## config.mk

```make
export PLATFORM = sky130hd
export DESIGN_NAME = epidemic_port_arbiter_flat
export DESIGN_NICKNAME = d
export VERILOG_FILES = /design/src/rtl/epidemic_port_arbiter_if.sv /design/src/rtl/epidemic_port_arbiter.sv /design/src/flat_wrapper.sv
export SDC_FILE = /design/constraint.sdc
export NUM_CORES = 1
export LEC_CHECK = 0
export ABC_CLOCK_PERIOD_IN_PS = 4000
export BUFFER_PORTS_ARGS = -buffer_cell sky130_fd_sc_hd__buf_4
export CAP_MARGIN = 10
export CORE_UTILIZATION = 38
export CTS_CLUSTER_DIAMETER = 200
export DETAILED_ROUTE_END_ITERATION = 8
export PLACE_DENSITY = 0.6
export SYNTH_ARGS = -nofsm -noshare
export SYNTH_HDL_FRONTEND = slang
export SYNTH_SLANG_ARGS = --single-unit
```

## constraint.sdc

```tcl
create_clock -name clk -period 4 [get_ports clk]
set_input_delay 0.2 -clock clk [delete_from_list [all_inputs] [get_ports clk]]
set_output_delay 0.2 -clock clk [all_outputs]
set_load 0.02 [all_outputs]
```

## src/rtl/epidemic_port_arbiter_if.sv

```systemverilog
// Output-link bundle of one epidemic port: N requesters in, one ready/valid link out.
interface epidemic_port_arbiter_if #(
    parameter int N      = 4,
    parameter int DATA_W = 8
);
    logic [N-1:0]        i_valid;
    logic [N-1:0]        o_ready;
    logic [N*DATA_W-1:0] i_data;
    logic                o_valid;
    logic                i_ready;
    logic [DATA_W-1:0]   o_data;
    logic [N-1:0]        o_grant;

    modport slave  (input  i_valid, i_data, i_ready,
                    output o_ready, o_valid, o_data, o_grant);
    modport master (output i_valid, i_data, i_ready,
                    input  o_ready, o_valid, o_data, o_grant);
endinterface

```

## src/rtl/epidemic_port_arbiter.sv

```systemverilog
// Round-robin output-port scheduler with TTL decrement and expired-flit drop.
// One registered output stage; o_ready is the only combinational path (via i_ready).
module epidemic_port_lane #(
    parameter int DATA_W = 8,
    parameter int HOP_W  = 3
) (
    input  logic [DATA_W-1:0] flit,
    output logic              expired,
    output logic [DATA_W-1:0] next_flit
);
    logic [HOP_W-1:0] hop;

    assign hop       = flit[DATA_W-1 -: HOP_W];
    assign expired   = (hop == '0);
    // only used when !expired, so the decrement never wraps
    assign next_flit = {hop - HOP_W'(1), flit[DATA_W-HOP_W-1:0]};
endmodule

module epidemic_port_arbiter #(
    parameter int N      = 4,
    parameter int DATA_W = 8,
    parameter int HOP_W  = 3,
    parameter int CNT_W  = 16
) (
    input  logic                    clk,
    input  logic                    rst,
    epidemic_port_arbiter_if.slave  bus,
    output logic [CNT_W-1:0]        o_drop_cnt
);
    localparam int PW = (N > 1) ? $clog2(N) : 1;

    logic [PW-1:0]             ptr;
    logic                      valid_q;
    logic [DATA_W-1:0]         data_q;
    logic [N-1:0]              grant_q;

    logic [N-1:0]              expired;
    logic [N-1:0][DATA_W-1:0]  next_flit;
    logic                      can_load;
    logic                      any_req;
    logic [PW-1:0]             gnt_idx;
    logic [PW-1:0]             ptr_nxt;
    logic [PW:0]               sum;

    for (genvar k = 0; k < N; k++) begin : g_lane
        epidemic_port_lane #(.DATA_W(DATA_W), .HOP_W(HOP_W)) u_lane (
            .flit      (bus.i_data[k*DATA_W +: DATA_W]),
            .expired   (expired[k]),
            .next_flit (next_flit[k])
        );
    end

    assign can_load = !valid_q || bus.i_ready;

    // first valid requester scanning from ptr upward with wrap
    always_comb begin
        any_req = 1'b0;
        gnt_idx = '0;
        sum     = '0;
        for (int off = 0; off < N; off++) begin
            sum = {1'b0, ptr} + (PW+1)'(off);
            if (sum >= (PW+1)'(N)) sum = sum - (PW+1)'(N);
            if (!any_req && bus.i_valid[sum[PW-1:0]]) begin
                any_req = 1'b1;
                gnt_idx = sum[PW-1:0];
            end
        end
    end

    assign ptr_nxt = (gnt_idx == PW'(N-1)) ? '0 : gnt_idx + PW'(1);

    always_comb begin
        bus.o_ready = '0;
        if (can_load && any_req) bus.o_ready[gnt_idx] = 1'b1;
    end

    always_ff @(posedge clk) begin
        if (rst) begin
            ptr        <= '0;
            valid_q    <= 1'b0;
            data_q     <= '0;
            grant_q    <= '0;
            o_drop_cnt <= '0;
        end else if (can_load) begin
            if (any_req) begin
                ptr     <= ptr_nxt;
                grant_q <= N'(1) << gnt_idx;
                if (expired[gnt_idx]) begin
                    valid_q <= 1'b0;
                    if (o_drop_cnt != '1) o_drop_cnt <= o_drop_cnt + CNT_W'(1);
                end else begin
                    valid_q <= 1'b1;
                    data_q  <= next_flit[gnt_idx];
                end
            end else begin
                valid_q <= 1'b0;
            end
        end
    end

    assign bus.o_valid = valid_q;
    assign bus.o_data  = data_q;
    assign bus.o_grant = grant_q;
endmodule
```

## src/flat_wrapper.sv

```systemverilog
// flat-port wrapper written by rule: the top's interface ports become plain ports
module epidemic_port_arbiter_flat 
#(
    parameter int N      = 4,
    parameter int DATA_W = 8,
    parameter int HOP_W  = 3,
    parameter int CNT_W  = 16
)
  (clk, rst, o_drop_cnt, bus_i_valid, bus_i_data, bus_i_ready, bus_o_ready, bus_o_valid, bus_o_data, bus_o_grant);
  epidemic_port_arbiter_if #(.N(N), .DATA_W(DATA_W)) bus_i ();
  input  logic clk;
  input  logic rst;
  output logic [CNT_W-1:0] o_drop_cnt;
  input wire logic [$bits(bus_i.i_valid)-1:0] bus_i_valid;
  input wire logic [$bits(bus_i.i_data)-1:0] bus_i_data;
  input wire logic [$bits(bus_i.i_ready)-1:0] bus_i_ready;
  output wire logic [$bits(bus_i.o_ready)-1:0] bus_o_ready;
  output wire logic [$bits(bus_i.o_valid)-1:0] bus_o_valid;
  output wire logic [$bits(bus_i.o_data)-1:0] bus_o_data;
  output wire logic [$bits(bus_i.o_grant)-1:0] bus_o_grant;
  assign bus_i.i_valid = bus_i_valid;
  assign bus_i.i_data = bus_i_data;
  assign bus_i.i_ready = bus_i_ready;
  assign bus_o_ready = bus_i.o_ready;
  assign bus_o_valid = bus_i.o_valid;
  assign bus_o_data = bus_i.o_data;
  assign bus_o_grant = bus_i.o_grant;
  epidemic_port_arbiter #(.N(N), .DATA_W(DATA_W), .HOP_W(HOP_W), .CNT_W(CNT_W)) u_core (.clk(clk), .rst(rst), .bus(bus_i), .o_drop_cnt(o_drop_cnt));
endmodule
```

==> results of run 1 <==
==> registers in the layout, summed over array words and instances, names as in the netlist <==
name                count
u_core.bus.o_data       8
u_core.o_drop_cnt      16
u_core.bus.o_valid      1
u_core.bus.o_grant      4
u_core.ptr              2
==> worst min path at each step <==
stage | end | slack, ns
floorplan | u_core.o_drop_cnt[5] | 0.42
global placement | u_core.bus.o_grant[2] | 0.44
detailed placement | u_core.bus.o_grant[1] | 0.45
CTS | u_core.bus.o_data[5] | 0.25
global route | u_core.bus.o_data[5] | 0.28
finish | u_core.bus.o_data[5] | 0.25
==> synthesized netlist by cell type, types with 3 or more instances <==
cell type  instances  area [um^2]
o21ai_0            5        25.02
inv_1             20        75.07
nor2_2             3        18.77
dfxtp_1           31        620.6
nor2b_1            6        37.54
ha_1              13        162.7
nor2_1            20        75.07
nor3_1             5        25.02
nand3_1           16        80.08
xor2_1             3        26.28
mux2_2             5        56.30
mux2i_1           15        150.1
nand4_1            6        37.54
a21oi_1           18        90.09
clkbuf_1           3        11.26
a311oi_1           3        26.28
nand2_1           34        127.6
==> power groups by stage <==
stage / sequential [W] / clock (W) / combinational [W]
after detailed placement: 0.000382 / 0 / 0.000434
after floorplan: 0.000417 / 0 / 0.000245
after global routing: 0.000380 / 0.000264 / 0.000476
final: 0.000375 / 0.000246 / 0.000433
after CTS: 0.000375 / 0.000251 / 0.000437
after global placement: 0.000382 / 0 / 0.000428
==> final cells by class <==
class                           instances  area (um^2)
Clock buffer                            5        68.82
Clock inverter                          3        20.02
Fill cell                             512         2427
Inverter                               21        78.83
Multi-Input combinational cell        190         1321
Sequential cell                        31        620.6
Tap cell                               70        87.58
Timing Repair Buffer                   73        548.0
==> per-stage QoR <==
stage / setup slack (ns) / instance area (um^2) / instances
2_1_floorplan: 1.820 / 2054 / 250
3_3_place_gp: 1.555 / 2656 / 385
3_5_place_dp: 1.448 / 2656 / 385
4_1_cts: 1.438 / 2745 / 393
5_1_grt: 1.245 / 2745 / 393
6_report: 1.449 / 2745 / 393
==> worst reg2reg max path: cells and delay by family (launching register included) <==
kind / cells / cell delay, ns
buf+inv: 1 / 0.24
flops: 1 / 0.33
simple gates: 3 / 0.57
mux: 1 / 0.35
compound gates: 3 / 0.96
==> per-layer routing <==
metal / global-route usage, % / vias to the layer above / share of wire, %
met5: 0 / - / 0
met4: 4.938 / 0 / 0.55
met3: 3.968 / 4 / 3.7
met2: 31.94 / 48 / 48
met1: 23.51 / 943 / 48
li1: - / 1022 / -
==> cells by family (layout without fill, tap and decap cells) <==
kind of cell             after synthesis  after routing  synth area share, %
buffers and inverters                 29            102                5.603
AND/OR/NAND/NOR                      105            105                25.15
adder cells (fa/ha/maj)               13             13                7.917
multiplexers                          20             20                10.05
AO/OA/AOI/OAI                         48             48                19.37
flip-flops                            31             31                30.21
XOR/XNOR                               4              4                1.706
==> out/qor.txt, run 1 <==
Worst Path Required: 4.18 ns
Startpoint types: flop
Internal: 0.0006464 W
Hold Fails Final Rpt: 0
Gate Count Post-Synth: 250
Clk pwr share: 23.4%
Switch share: 38.68%
Post-DR vias/cell: 5.132
Clock root cell: clkbuf_8
Arr. time, crit path: 2.73 ns
Final Util: 53.07%
Commonest non-fill, non-tap cells in the layout: buf_4 (73), nand2_1 (34), dfxtp_1 (31)
NetSw: 0.0004077 W
Max incr delay on CP: 0.46 ns
Setup crit start: u_core.ptr[0]
Layout cell share with drive strength beyond 1: 34.06%
Critical path type: flop to flop
H-Tree Depth: 2
Most common cell after layout, fill and taps aside: buf_4
Layout area overhead: 33.62%
Crit-path max FO: 16
R2R cell count: 8
CTS tree: built
Vias: 2017
Post-synth EDFFs: 0
Largest net degree at the start of global routing: 36
TritonCTS Buffers: 5
Worst setup path end: u_core.o_drop_cnt[13]
Synth Flop Type: dfxtp_1
Worst min path class: primary input to flop
ANT cells: 0
Min-delay src: bus_i_data[29]
Crit path max-delay family: compound AO/OA/AOI/OAI gates
Status: complete, no violations
Mapped Area: 2054 um^2
Max-slew violation count: 0
Worst path bufs/invs: 1
Post-synth ARST share: 0%
Area of the core: 5172 um^2
# Post-CTS Setup Buffers: 0
PD cells: 384.0 nW/um^2
DR pass1 iterations: 4
Die height: 75.53 um
Worst R2R End: u_core.o_drop_cnt[13]
Worst R2R Setup Slack: 1.45 ns
Initial antenna violation count: 0
First-pass GRT wire length: 8066 um
Initial DRC Count: 77
Fin crit period: 2.551 ns
Slowest CP cell: a31o_2
Critical Path Sink Type: flop
Final #Nets: 374
Logic pwr share: 41.1%
Sequential power share: 35.6%
Gpl congestion: 0.7325
Final Power: 0.001054 W
R2R Path Start: u_core.ptr[0]
Post-route setup TNS: 0 ns
Mapped Nets: 302
PostCTS Resize Cnt: 0
Slew margin rel.: 65.96%
DR DRC count: 0
Fin crit share: 63.78%
Final HPWL DP: 3817 um
Slew @ Worst Pin: 0.5076 ns
Clock transition at path regs: 0.07 ns
Vias in the first global route: 1827
Routed WL: 5096 um
DR WL/cell: 12.97 um
Min Hold Slack: 0.2508 ns
FMAX: 0.3920 GHz
Synth warn: 0
Cell variety after synth: 51
Pleak: 1.268 nW
Peak VDD IR: 0.2826 mV
Global-route usage over all layers: 18.55%
Final ANT Viol Nets: 0
MaxCap Viol Count: 0
Io pins: 72
RSZ-0062 raised after global routing: no
PortBufs: 71
Maximum clock insertion buffer count: 2
Initial Util: 39.72%
Post-synthesis sequential area ratio: 30.21%
Die X: 75.53 um
Seq cells post-synth: 31
Global route total overflow: 0
Hold path depth: 4
Number of cells on the critical path: 8
Synthesized area per cell: 8.218 um^2
Post-Route Skew: 0.009823 ns
Setup violators final: 0
Clock latency on the worst-skew pair: 0.29 ns
Die Area: 5705 um^2
Hold-fix buffer count after cts: 0
CP Cell Sequence: and2b_1, a21oi_1, a31o_2, inv_2, a2111oi_2, nor2_2, nor3_1, mux2_2
TritonCTS Sinks: 31
Row count: 26
Power figures use the tool's default switching activity.
==> inputs of run 2 (changes only) <==
- ABC_CLOCK_PERIOD_IN_PS: 4000 -> 2200
- PLACE_DENSITY: 0.6 -> 0.62
- clock period: 4 -> 2.2 ns (I/O delays scaled with it)
==> out/qor.txt, run 2 (same netlist as run 1, synthesis figures left out) <==
Status: complete, no violations (unchanged)
GR Layer Usage met3: 4.101% (was 3.968%)
DR pass1 iterations: 4 (unchanged)
Largest Register: u_core.o_drop_cnt (unchanged)
Met1 Usage GRT: 26.56% (was 23.51%)
Gpl congestion: 0.8589 (was 0.7325)
Clock latency on the worst-skew pair: 0.28 ns (was 0.29 ns)
Setup violators final: 0 (unchanged)
Max reg flops: 16 (unchanged)
Vias in the first global route: 1945 (was 1827)
DP Area: 2819 um^2 (was 2656 um^2)
Worst min path class: primary input to flop (unchanged)
Arr. time, crit path: 2.40 ns (was 2.73 ns)
Slew @ Worst Pin: 0.3769 ns (was 0.5076 ns)
DP Worst Slack: -0.06819 ns (was 1.448 ns)
Slowest CP cell: a2111oi_4 (was a31o_2)
Commonest non-fill, non-tap cells in the layout: buf_4 (98), nand2_1 (33), dfxtp_1 (30) (was buf_4 (73), nand2_1 (34), dfxtp_1 (31))
TritonCTS Sinks: 31 (unchanged)
Max-slew violation count: 0 (unchanged)
Maximum clock insertion buffer count: 2 (unchanged)
Crit-path max FO: 8 (was 16)
Hold-fix buffer count after cts: 0 (unchanged)
Final #Nets: 400 (was 374)
DR WL/cell: 13.18 um (was 12.97 um)
M2 GR Usage: 34.23% (was 31.94%)
PD cells: 661.2 nW/um^2 (was 384.0 nW/um^2)
Post-DR vias/cell: 5.089 (was 5.132)
Clock transition at path regs: 0.06 ns (was 0.07 ns)
Hold Fails Final Rpt: 0 (unchanged)
Most common cell after layout, fill and taps aside: buf_4 (unchanged)
FMAX: 0.4575 GHz (was 0.3920 GHz)
Fin crit period: 2.186 ns (was 2.551 ns)
TritonCTS Buffers: 5 (unchanged)
Initial antenna violation count: 0 (unchanged)
Fin area: 3060 um^2 (was 2745 um^2)
Worst Path Required: 2.41 ns (was 4.18 ns)
Routed WL: 5508 um (was 5096 um)
MaxCap Viol Count: 0 (unchanged)
DR DRC count: 0 (unchanged)
Final ANT Viol Nets: 0 (unchanged)
Max incr delay on CP: 0.37 ns (was 0.46 ns)
CTS tree: built (unchanged)
Die X: 75.53 um (unchanged)
Fin crit share: 99.36% (was 63.78%)
Clock root cell: clkbuf_8 (unchanged)
Global route total overflow: 0 (unchanged)
Worst path bufs/invs: 1 (unchanged)
Critical Path Sink Type: flop (unchanged)
Largest net degree at the start of global routing: 36 (unchanged)
Final HPWL DP: 4227 um (was 3817 um)
RSZ-0062 raised after global routing: yes (was no)
Row count: 26 (unchanged)
Area of the core: 5172 um^2 (unchanged)
CP Cell Sequence: and2b_2, a211oi_4, o21ai_4, a2111oi_4, nor2_4, buf_4, or3_1, a21oi_1 (was and2b_1, a21oi_1, a31o_2, inv_2, a2111oi_2, nor2_2, nor3_1, mux2_2)
Peak VDD IR: 0.3335 mV (was 0.2826 mV)
Slew margin rel.: 74.87% (was 65.96%)
Critical path type: flop to flop (unchanged)
Die height: 75.53 um (unchanged)
Global-route usage over all layers: 20.57% (was 18.55%)
Initial Util: 39.72% (unchanged)
First-pass GRT wire length: 8859 um (was 8066 um)
Initial DRC Count: 88 (was 77)
Grt peak-use layer: met2 (unchanged)
Startpoint types: flop (unchanged)
Vias: 2127 (was 2017)
Post-Route Skew: 0.004027 ns (was 0.009823 ns)
Pleak: 1.416 nW (was 1.268 nW)
ANT cells: 0 (unchanged)
Setup slack after layout: 0.01399 ns (was 1.449 ns)
Die Area: 5705 um^2 (unchanged)
Layout cell share with drive strength beyond 1: 42.24% (was 34.06%)
Io pins: 72 (unchanged)
PortBufs: 71 (unchanged)
Crit path max-delay family: compound AO/OA/AOI/OAI gates (unchanged)
H-Tree Depth: 2 (unchanged)
Layout area overhead: 48.96% (was 33.62%)
==> run 2: cell count changes in the layout (fill, tap and decap cells not counted), sizes merged <==
cell      previous run  this run
clkbuf               5         6
clkinvlp             2         0
buf                 73        99
==> run 2: final timing paths <==
check        cells after the start                     to                   from  slack (ns)
min                              4   u_core.bus.o_data[5]         bus_i_data[29]        0.18
min reg2reg                      2  u_core.bus.o_grant[2]  u_core.bus.o_grant[2]        0.45
max reg2reg                      8   u_core.o_drop_cnt[7]          u_core.ptr[0]        0.01
max                              8   u_core.o_drop_cnt[7]          u_core.ptr[0]        0.01
==> run 2: final cells by class <==
cell class,count,area [um^2]
clock inverters,1,5.005
fillers,486,2112
inverters,21,78.83
clock buffers,6,82.58
multi-input cells,190,1429
flip-flops and latches,31,621.8
repair buffers,99,755.7
well taps,70,87.58
==> run 2: worst register-to-register path, cell delays in order, from the launching register on <==
cell	delay [ns]
dfxtp_2	0.33
and2b_2	0.25
a211oi_4	0.35
o21ai_4	0.13
a2111oi_4	0.37
nor2_4	0.12
buf_4	0.15
or3_1	0.29
a21oi_1	0.12
==> run 2: timing repair <==
action	CTS	global route
buffers inserted	0	6
resized for setup	1	21
pin swaps	1	11
setup endpoints to repair	5	12
==> run 2: power by group <==
part	total [W]	leakage (nW)	switching [W]	internal, W
Combinational	0.000901	1.12	0.000506	0.000396
Sequential	0.000675	0.253	0.0000417	0.000633
Clock	0.000447	0.0470	0.000202	0.000245
Total	0.00202	1.42	0.000750	0.00127
==> run 2: layer usage <==
| layer | vias up | routed length, um |
|---|---|---|
| met1 | 995 | 2467 |
| met4 | 0 | 76 |
| li1 | 1073 | - |
| met5 | - | 0 |
| met2 | 50 | 2690 |
| met3 | 9 | 274 |
==> run 2: through the flow <==
step / util, % / power [W] / TNS [ns] / hold slack [ns] / cells
global route: 59.17 / 0.002152 / -0.4529 / 0.1855 / 418
CTS: 56.43 / 0.002016 / 0 / 0.1707 / 412
global placement: 54.50 / 0.001553 / 0 / 0.4421 / 405
finish: 59.17 / 0.002024 / 0 / 0.1793 / 418
floorplan: - / 0.001205 / 0 / 0.3320 / 250
detailed placement: 54.50 / 0.001561 / -0.2237 / 0.4490 / 405
==> inputs of run 3 (changes only) <==
--- a/config.mk
+++ b/config.mk
@@ -7,3 +7,3 @@
 export LEC_CHECK = 0
-export ABC_CLOCK_PERIOD_IN_PS = 2200
+export ABC_CLOCK_PERIOD_IN_PS = 2000
 export BUFFER_PORTS_ARGS = -buffer_cell sky130_fd_sc_hd__buf_4
@@ -14,2 +14,3 @@
 export PLACE_DENSITY = 0.62
+export RECOVER_POWER = 50
 export SYNTH_ARGS = -nofsm -noshare
==> constraint.sdc (replaced) <==
create_clock -name clk -period 2 [get_ports clk]
set_input_delay 0.2 -clock clk [delete_from_list [all_inputs] [get_ports clk]]
set_output_delay 0.2 -clock clk [all_outputs]
set_load 0.02 [all_outputs]
==> out/qor.txt, run 3 (same netlist as run 1, synthesis figures left out) <==
Switch share: 35.85% (was 37.04%)
Fin crit period: 2.199 ns (was 2.186 ns)
Initial antenna violation count: 0 (unchanged)
Min-delay src: bus_i_data[21] (was bus_i_data[29])
Worst min path class: primary input to flop (unchanged)
Setup crit start: u_core.ptr[0] (unchanged)
Commonest non-fill, non-tap cells in the layout: buf_4 (93), nand2_1 (30), dfxtp_1 (27) (was buf_4 (98), nand2_1 (33), dfxtp_1 (30))
Max incr delay on CP: 0.41 ns (was 0.37 ns)
Hold Fails Final Rpt: 0 (unchanged)
Crit path max-delay family: compound AO/OA/AOI/OAI gates (unchanged)
Critical Path Sink Type: flop (unchanged)
H-Tree Depth: 2 (unchanged)
Fin crit share: 109.9% (was 99.36%)
Sequential power share: 29.2% (was 33.4%)
Failing checks: setup timing
Slew margin rel.: 74.39% (was 74.87%)
Layout cell share with drive strength beyond 1: 46.65% (was 42.24%)
Post-route setup TNS: -2.086 ns (was 0 ns)
CTS tree: built (unchanged)
Post-DR vias/cell: 4.941 (was 5.089)
Worst path bufs/invs: 0 (was 1)
Fin area: 3398 um^2 (was 3060 um^2)
Initial Util: 39.72% (unchanged)
ANT cells: 0 (unchanged)
Clock transition at path regs: 0.07 ns (was 0.06 ns)
Max-slew violation count: 0 (unchanged)
DR DRC count: 0 (unchanged)
Layout area overhead: 65.41% (was 48.96%)
DR WL/cell: 13.34 um (was 13.18 um)
Largest Register: u_core.o_drop_cnt (unchanged)
Arr. time, crit path: 2.37 ns (was 2.40 ns)
Final HPWL DP: 4207 um (was 4227 um)
Worst Path Required: 2.17 ns (was 2.41 ns)
Gpl congestion: 0.8003 (was 0.8589)
Max reg flops: 16 (unchanged)
Register area: 628.1 um^2 (was 621.8 um^2)
FMAX: 0.4548 GHz (was 0.4575 GHz)
DR pass1 iterations: 4 (unchanged)
Multi-input gate area: 1539 um^2 (was 1429 um^2)
Setup violators final: 20 (was 0)
R2R Path Start: u_core.ptr[0] (unchanged)
Routed WL: 5911 um (was 5508 um)
Startpoint types: flop (unchanged)
Most common cell after layout, fill and taps aside: buf_4 (unchanged)
Slowest CP cell: a2111oi_4 (unchanged)
Row count: 26 (unchanged)
Internal: 0.001649 W (was 0.001274 W)
RSZ-0062 raised after global routing: yes (unchanged)
Setup slack after layout: -0.1988 ns (was 0.01399 ns)
Die height: 75.53 um (unchanged)
First-pass GRT wire length: 9335 um (was 8859 um)
Maximum clock insertion buffer count: 2 (unchanged)
Final ANT Viol Nets: 0 (unchanged)
Clk pwr share: 25.0% (was 22.1%)
TritonCTS Buffers: 5 (unchanged)
Fill count: 425 (was 486)
Die X: 75.53 um (unchanged)
Largest net degree at the start of global routing: 36 (unchanged)
Global-route usage over all layers: 21.65% (was 20.57%)
Clock latency on the worst-skew pair: 0.28 ns (about the same)
PortBufs: 71 (unchanged)
TritonCTS Sinks: 31 (unchanged)
PD cells: 756.3 nW/um^2 (was 661.2 nW/um^2)
CP Cell Sequence: and2b_2, a211oi_4, o21ai_4, a2111oi_4, nor2_4, nor3_2, mux2_4 (was and2b_2, a211oi_4, o21ai_4, a2111oi_4, nor2_4, buf_4, or3_1, a21oi_1)
Crit-path max FO: 6 (was 8)
Die Area: 5705 um^2 (unchanged)
Initial DRC Count: 74 (was 88)
Slew @ Worst Pin: 0.3829 ns (was 0.3769 ns)
Peak VDD IR: 0.5546 mV (was 0.3335 mV)
Pleak: 1.522 nW (was 1.416 nW)
Hold-fix buffer count after cts: 0 (unchanged)
Post-Route Skew: 0.005154 ns (was 0.004027 ns)
Io pins: 72 (unchanged)
Vias in the first global route: 2082 (was 1945)
DP Area: 3017 um^2 (was 2819 um^2)
MaxCap Viol Count: 0 (unchanged)
Vias: 2189 (was 2127)
Logic pwr share: 45.8% (was 44.5%)
Status: finished, violations left (was complete, no violations)
Area of the core: 5172 um^2 (unchanged)
Global route total overflow: 0 (unchanged)
Clock root cell: clkbuf_8 (unchanged)
Final #Nets: 424 (was 400)
Critical path type: flop to flop (unchanged)
NetSw: 0.0009214 W (was 0.0007496 W)
-- run 3: power by group through the flow --
stage                     clock (W)  combinational (W)  sequential, W
final                      0.000642            0.00118       0.000750
after global routing       0.000685            0.00127       0.000763
after CTS                  0.000655            0.00115       0.000749
after detailed placement          0            0.00105       0.000760
after global placement            0            0.00104       0.000760
after floorplan                   0           0.000507       0.000838
-- run 3: repair_timing --
item | in CTS | in global routing
gates resized for setup | 44 | 16
endpoints found under the setup margin | 20 | 27
pin swaps | 25 | 10
setup buffers | 8 | 5
gates cloned | 0 | 0
hold endpoints to repair | 0 | 0
-- run 3: worst paths after layout --
check                                to  slack [ns]  cells after the start
hold / removal     u_core.bus.o_data[5]        0.26                      4
setup / recovery  u_core.o_drop_cnt[13]       -0.20                      7
setup reg to reg  u_core.o_drop_cnt[13]       -0.20                      7
hold reg to reg   u_core.bus.o_grant[2]        0.46                      2
-- run 3: cell type report --
class                      count  share of cell area [%]
multi-input combinational    190                   45.29
clock buffer                   6                   2.430
tap                           70                   2.577
clock inverter                 2                   1.031
inverter                      21                   2.467
sequential                    31                   18.48
timing repair buffer         123                   27.72
-- run 3: layer usage --
metal  track usage (%)  part of all wire [%]  vias up
met5                 0                     0        -
met4             5.967                   1.2        0
met3             3.968                   3.3        9
met2             36.71                    49       53
met1             28.24                    46     1000
li1                  -                     -     1127
-- run 3: through the flow --
stage / setup WS (ns) / util, % / hold slack (ns) / power (W) / instances
floorplan: -0.1121 / - / 0.4220 / 0.001345 / 250
global placement: -0.1890 / 58.32 / 0.4432 / 0.001800 / 423
detailed placement: -0.2387 / 58.32 / 0.4500 / 0.001807 / 423
CTS: -0.1682 / 64.85 / 0.2544 / 0.002553 / 438
global route: -0.3038 / 65.70 / 0.2585 / 0.002722 / 443
finish: -0.1988 / 65.70 / 0.2564 / 0.002570 / 443
-- run 3: worst min-delay path, cell delays in order --
cell and delay [ns]:
buf_4 0.08, nand2_1 0.04, o211ai_1 0.08, a311oi_1 0.09
